<file path="src/rtl/ddr2_bridge_pkg.sv">
// ddr2_bridge_pkg: state encoding and MIG UI command codes
// shared by the DDR2 line bridge.
package ddr2_bridge_pkg;

  typedef enum logic [2:0] {
    IDLE,
    WR,
    RD_CMD,
    RD_WAIT,
    RESP,
    HOLD
  } state_e;

  localparam logic [2:0] CMD_WRITE = 3'b000;
  localparam logic [2:0] CMD_READ  = 3'b001;

endpackage

</file>
<file path="src/rtl/ddr2_mig_bridge_if.sv">
// ddr2_mig_bridge_if: MIG user-interface signal bundle
// (command, write-data and read-return channels plus calibration).
interface ddr2_mig_bridge_if #(
  parameter int ADDR_W = 27,
  parameter int LINE_W = 128
);

  logic              init_calib_complete;
  logic [ADDR_W-1:0] app_addr;
  logic [2:0]        app_cmd;
  logic              app_en;
  logic              app_rdy;
  logic [LINE_W-1:0] app_wdf_data;
  logic              app_wdf_wren;
  logic              app_wdf_end;
  logic              app_wdf_rdy;
  logic [LINE_W-1:0] app_rd_data;
  logic              app_rd_data_valid;

  modport master (
    input  init_calib_complete,
    input  app_rdy,
    input  app_wdf_rdy,
    input  app_rd_data,
    input  app_rd_data_valid,
    output app_addr,
    output app_cmd,
    output app_en,
    output app_wdf_data,
    output app_wdf_wren,
    output app_wdf_end
  );

  modport slave (
    output init_calib_complete,
    output app_rdy,
    output app_wdf_rdy,
    output app_rd_data,
    output app_rd_data_valid,
    input  app_addr,
    input  app_cmd,
    input  app_en,
    input  app_wdf_data,
    input  app_wdf_wren,
    input  app_wdf_end
  );

endinterface

</file>
<file path="src/rtl/ddr2_mig_bridge.sv">
// ddr2_mig_bridge: one-line-at-a-time requester to MIG UI bridge.
// Writes are posted; reads return a line plus a one-cycle pulse.
module ddr2_mig_bridge
  import ddr2_bridge_pkg::*;
#(
  parameter int ADDR_W = 27,
  parameter int LINE_W = 128
) (
  input  logic              clk,
  input  logic              rstn,
  input  logic [ADDR_W-1:0] ddr2_addr,
  input  logic              ddr2_enable,
  input  logic              ddr2_read,
  input  logic [LINE_W-1:0] to_ddr2_data,
  output logic [LINE_W-1:0] ddr2_data,
  output logic              ddr2_available,
  ddr2_mig_bridge_if.master mig
);

  state_e            state_q;
  logic              app_en_q;
  logic              wren_q;
  logic              avail_q;
  logic [2:0]        cmd_q;
  logic [ADDR_W-1:0] addr_q;
  logic [LINE_W-1:0] wdata_q;
  logic [LINE_W-1:0] rdata_q;

  logic              accept;
  logic              cmd_done;
  logic              wdf_done;
  logic [ADDR_W-1:0] line_addr;
  logic              unused_lo;

  assign accept    = mig.init_calib_complete && ddr2_enable;
  // byte address -> first 16-bit word of the 16-byte line
  assign line_addr = {1'b0, ddr2_addr[ADDR_W-1:4], 3'b000};
  assign unused_lo = ^ddr2_addr[3:0];
  assign cmd_done  = !app_en_q || mig.app_rdy;
  assign wdf_done  = !wren_q || mig.app_wdf_rdy;

  always_ff @(posedge clk or negedge rstn) begin
    if (!rstn) begin
      state_q  <= IDLE;
      app_en_q <= 1'b0;
      wren_q   <= 1'b0;
      avail_q  <= 1'b0;
      cmd_q    <= CMD_READ;
      addr_q   <= '0;
      wdata_q  <= '0;
      rdata_q  <= '0;
    end else begin
      unique case (state_q)
        IDLE: begin
          if (accept) begin
            addr_q   <= line_addr;
            app_en_q <= 1'b1;
            if (ddr2_read) begin
              cmd_q   <= CMD_READ;
              state_q <= RD_CMD;
            end else begin
              cmd_q   <= CMD_WRITE;
              wdata_q <= to_ddr2_data;
              wren_q  <= 1'b1;
              state_q <= WR;
            end
          end
        end
        // command and data channels retire independently
        WR: begin
          if (mig.app_rdy)     app_en_q <= 1'b0;
          if (mig.app_wdf_rdy) wren_q   <= 1'b0;
          if (cmd_done && wdf_done) state_q <= IDLE;
        end
        RD_CMD: begin
          if (mig.app_rdy) begin
            app_en_q <= 1'b0;
            state_q  <= RD_WAIT;
          end
        end
        RD_WAIT: begin
          if (mig.app_rd_data_valid) begin
            rdata_q <= mig.app_rd_data;
            avail_q <= 1'b1;
            state_q <= RESP;
          end
        end
        RESP: begin
          avail_q <= 1'b0;
          state_q <= HOLD;
        end
        HOLD:    state_q <= IDLE;
        default: state_q <= IDLE;
      endcase
    end
  end

  assign mig.app_en       = app_en_q;
  assign mig.app_cmd      = cmd_q;
  assign mig.app_addr     = addr_q;
  assign mig.app_wdf_data = wdata_q;
  assign mig.app_wdf_wren = wren_q;
  assign mig.app_wdf_end  = wren_q;
  assign ddr2_data        = rdata_q;
  assign ddr2_available   = avail_q;

endmodule

</file>
<file path="src/flat_wrapper.sv">
// flat-port wrapper written by rule: the top's interface ports become plain ports
module ddr2_mig_bridge_flat import ddr2_bridge_pkg::*;
#(
  parameter int ADDR_W = 27,
  parameter int LINE_W = 128
)
  (clk, rstn, ddr2_addr, ddr2_enable, ddr2_read, to_ddr2_data, ddr2_data, ddr2_available, mig_init_calib_complete, mig_app_rdy, mig_app_wdf_rdy, mig_app_rd_data, mig_app_rd_data_valid, mig_app_addr, mig_app_cmd, mig_app_en, mig_app_wdf_data, mig_app_wdf_wren, mig_app_wdf_end);
  ddr2_mig_bridge_if #(.ADDR_W(ADDR_W), .LINE_W(LINE_W)) mig_i ();
  input  logic clk;
  input  logic rstn;
  input  logic [ADDR_W-1:0] ddr2_addr;
  input  logic ddr2_enable;
  input  logic ddr2_read;
  input  logic [LINE_W-1:0] to_ddr2_data;
  output logic [LINE_W-1:0] ddr2_data;
  output logic ddr2_available;
  input wire logic [$bits(mig_i.init_calib_complete)-1:0] mig_init_calib_complete;
  input wire logic [$bits(mig_i.app_rdy)-1:0] mig_app_rdy;
  input wire logic [$bits(mig_i.app_wdf_rdy)-1:0] mig_app_wdf_rdy;
  input wire logic [$bits(mig_i.app_rd_data)-1:0] mig_app_rd_data;
  input wire logic [$bits(mig_i.app_rd_data_valid)-1:0] mig_app_rd_data_valid;
  output wire logic [$bits(mig_i.app_addr)-1:0] mig_app_addr;
  output wire logic [$bits(mig_i.app_cmd)-1:0] mig_app_cmd;
  output wire logic [$bits(mig_i.app_en)-1:0] mig_app_en;
  output wire logic [$bits(mig_i.app_wdf_data)-1:0] mig_app_wdf_data;
  output wire logic [$bits(mig_i.app_wdf_wren)-1:0] mig_app_wdf_wren;
  output wire logic [$bits(mig_i.app_wdf_end)-1:0] mig_app_wdf_end;
  assign mig_i.init_calib_complete = mig_init_calib_complete;
  assign mig_i.app_rdy = mig_app_rdy;
  assign mig_i.app_wdf_rdy = mig_app_wdf_rdy;
  assign mig_i.app_rd_data = mig_app_rd_data;
  assign mig_i.app_rd_data_valid = mig_app_rd_data_valid;
  assign mig_app_addr = mig_i.app_addr;
  assign mig_app_cmd = mig_i.app_cmd;
  assign mig_app_en = mig_i.app_en;
  assign mig_app_wdf_data = mig_i.app_wdf_data;
  assign mig_app_wdf_wren = mig_i.app_wdf_wren;
  assign mig_app_wdf_end = mig_i.app_wdf_end;
  ddr2_mig_bridge #(.ADDR_W(ADDR_W), .LINE_W(LINE_W)) u_core (.clk(clk), .rstn(rstn), .ddr2_addr(ddr2_addr), .ddr2_enable(ddr2_enable), .ddr2_read(ddr2_read), .to_ddr2_data(to_ddr2_data), .ddr2_data(ddr2_data), .ddr2_available(ddr2_available), .mig(mig_i));
endmodule
</file>
<file path="config.mk">
export PLATFORM = sky130hd
export DESIGN_NAME = ddr2_mig_bridge_flat
export DESIGN_NICKNAME = d
export VERILOG_FILES = /design/src/rtl/ddr2_bridge_pkg.sv /design/src/rtl/ddr2_mig_bridge_if.sv /design/src/rtl/ddr2_mig_bridge.sv /design/src/flat_wrapper.sv
export SDC_FILE = /design/constraint.sdc
export NUM_CORES = 1
export LEC_CHECK = 0
export CORE_AREA = 4 4 223 225
export CTS_CLUSTER_DIAMETER = 50
export DETAILED_ROUTE_END_ITERATION = 8
export DIE_AREA = 0 0 227 229
export HOLD_SLACK_MARGIN = 0.05
export MAX_ROUTING_LAYER = met4
export PLACE_DENSITY = 0.5
export SYNTH_ARGS = -nofsm -noshare
export SYNTH_HDL_FRONTEND = slang
export SYNTH_SLANG_ARGS = --single-unit
</file>
<file path="constraint.sdc">
create_clock -name clk -period 1.7 [get_ports clk]
set_clock_uncertainty 0.05 [all_clocks]
set_input_delay 0.34 -clock clk [delete_from_list [all_inputs] [get_ports clk]]
set_output_delay 0.34 -clock clk [all_outputs]
set_load 0.1 [all_outputs]
</file>
==> metrics <==
outcome=complete, but fails checks; violated checks=negative setup slack; Post-synth top cells=dfrtp_1, mux2_2, mux2_1; I/O pins=581; flops & latches, synth=286; worst skew pair latency=0.53 ns; WL/cell=21.1 µm; Syn Std Cell Area=10,900 µm²; layout cells sized above 1=0.519; full die area=52,000 µm²; Worst path slowest cell=dfrtp_2; Synth Instances=635; largest family of logic cells by synthesized area=multiplexers; vias per cell=4.09; Total Nets Final=around 1,600; fin area=around 22,000 µm²; top cell type by total area after synthesis=dfrtp_1; Startpoint Class=flop; placed cell areas=between 20,000 and 25,000 µm²; WP data required=2.07 ns; first-pass GRT wire length=57,600 µm; IO buf count=570; H-tree depth=2; Avg Inst Size Synth=17.2 µm²; hpwl dp=31,200 µm; Iteration-0 DRC Markers=138; distinct cell type count after synthesis=27; crit-path max cell delay=0.42 ns; yosys synthesis warning count=0; Worst Reg-to-Reg Cells=6; Final Hold Fails=0; simple-gate share of the synthesized area=0.00688; grt ovf=0; most common cell in the synthesized netlist=dfrtp_1; top_reg_cell synth=dfrtp_1; setup slack after layout=-0.0654 ns; DRC viols=0; pin count of the biggest net entering global routing=66; Routed Antenna Nets=0; GP Congestion=0.761; initial antenna violation count=3; worst reg2reg endpoint=u_core.ddr2_data[68]; delay-heaviest family, CP=buffers and inverters; reg-to-reg startpoint=u_core.state_q[2]; max-cap violations=0; EDFF count, synth=0; CTS max path bufs=3; width of the die=227 µm; Die Ht=229 µm; worst hold path type=in -> async; Tcrit/Tclk final=1.04; fraction of synthesized cell area taken by the top area cell type=0.654; CP Data Arrival Time=2.13 ns; compound-gate portion of the synthesized area=0.00769; setup tns final=-3.05 ns; CTS Sinks=286; CTS buffer count=44; multiplexer share of the synthesized area=0.296; Total GRT Usage=0.153; final setup violation count=122; crit-path max FO=13; asr flop ratio synth=1.00; worst hold margin=0.223 ns; post-synthesis xor/xnor area fraction=0; worst path bufs/invs=3; utilization after layout=0.470; post-synthesis adder-cell area fraction=0; fin. max-slew vios=0; initial core utilization=0.229; RSZ-0062 raised after global routing=yes; register clock-pin slew on the reported worst setup and hold paths=0.05 ns; vias post-DR=7,861; reg2reg setup slack=-0.07 ns; Fmax=around 570 MHz; min cycle time layout=around 1.8 ns; post-synthesis sequential area ratio=0.656; Critical Path Sink Type=flop; critical-path cell list=and2b_2 -> nand3_4 -> buf_12 -> buf_4 -> clkbuf_16 -> mux2_2; clk root buf=clkbuf_16; P&R area growth vs syn=105%; vias in the first global route=around 8,700; area of the core=47,500 µm²; DRT Pass-1 Iters=4; CTS tree=built; main area contributors after synthesis=dfrtp_1, mux2_2, mux2_4; critical path type=reg -> reg; # rows=80; drt total wl=40,600 µm
## worst max path at each step
stage / from / endpoint / slack (ns) / cells past startpoint
2_1_floorplan: u_core.state_q[0] / u_core.mig.app_wdf_data[118] / -0.03 / 5
3_3_place_gp: mig_init_calib_complete / u_core.mig.app_wdf_data[89] / -0.55 / 6
3_5_place_dp: mig_init_calib_complete / u_core.mig.app_wdf_data[80] / -0.57 / 6
4_1_cts: u_core.state_q[1] / u_core.mig.app_wdf_data[106] / -0.06 / 5
5_1_grt: u_core.state_q[2] / u_core.ddr2_data[117] / -0.12 / 6
6_report: u_core.state_q[2] / u_core.ddr2_data[68] / -0.07 / 6
## worst reg2reg max path, stage by stage (launching register included)
cell and delay, ns:
dfrtp_2 0.42, and2b_2 0.28, nand3_4 0.08, buf_12 0.19, buf_4 0.17, clkbuf_16 0.14, mux2_2 0.33
## cells by family (layout without fill, tap and decap cells)
kind of cell | count (synthesis) | after routing
buffers and inverters | 42 | 708
AOI/OAI and AO/OA | 13 | 13
muxes | 280 | 280
and+or+nand+nor | 13 | 13
DFF | 286 | 286
other | 1 | 9
## cell usage in the layout, fill, tap and decap left out, types with 4 or more instances in the layout
| cell | Yosys | routed |
|---|---|---|
| mux2_2 | 235 | 227 |
| nand2_1 | 4 | 4 |
| mux2_1 | 25 | 25 |
| clkbuf_8 | 0 | 8 |
| mux2_4 | 20 | 28 |
| conb_1 | 1 | 6 |
| buf_12 | 2 | 298 |
| clkdlybuf4s50_1 | 0 | 285 |
| buf_4 | 23 | 30 |
| dfrtp_1 | 285 | 282 |
| clkbuf_1 | 0 | 5 |
| inv_6 | 0 | 4 |
| o21ai_0 | 4 | 4 |
| clkbuf_16 | 0 | 51 |
| bufinv_16 | 0 | 9 |
## layout make-up
| type | count | area (µm²) |
|---|---|---|
| sequential | 286 | 7160 |
| inverter | 3 | 11.3 |
| fill | 4147 | 25200 |
| antenna | 3 | 7.51 |
| clock inverter | 20 | 359 |
| clock buffer | 58 | 1250 |
| multi-input combinational | 312 | 3470 |
| timing repair buffer | 627 | 9330 |
| tap | 615 | 769 |
## registers in the layout (all words and copies together) (netlist names)
name / flops
u_core.state_q: 3
u_core.mig.app_en: 1
u_core.mig.app_wdf_end: 1
u_core.mig.app_addr: 23
u_core.mig.app_wdf_data: 128
u_core.ddr2_available: 1
u_core.mig.app_cmd: 1
u_core.ddr2_data: 128
## repair_timing
action,in CTS,in global routing
setup buffers,0,5
resized for setup,8,9
setup endpoints to repair,142,264
gates cloned,0,8
pin swaps,0,1
hold buffers,1,0
hold endpoints to repair,176,0
## per-stage QoR
stage | setup slack (ns) | cells
floorplan | -0.0271 | 640
global placement | -0.554 | 1829
detailed placement | -0.569 | 1829
CTS | -0.0562 | 1908
global route | -0.119 | 1924
finish | -0.0654 | 1924
## metal layers
metal / vias to the layer above / track usage / wire length, µm
met4: 0 / 0.0520 / 909
li1: 3537 / - / -
met3: 63 / 0.0460 / 2830
met5: - / - / 0
met1: 3997 / 0.159 / 14600
met2: 264 / 0.274 / 22300
Power is left out: the tool's default activity adds up to more than one toggle a clock period on the data nets, which glitch-free logic cannot reach.
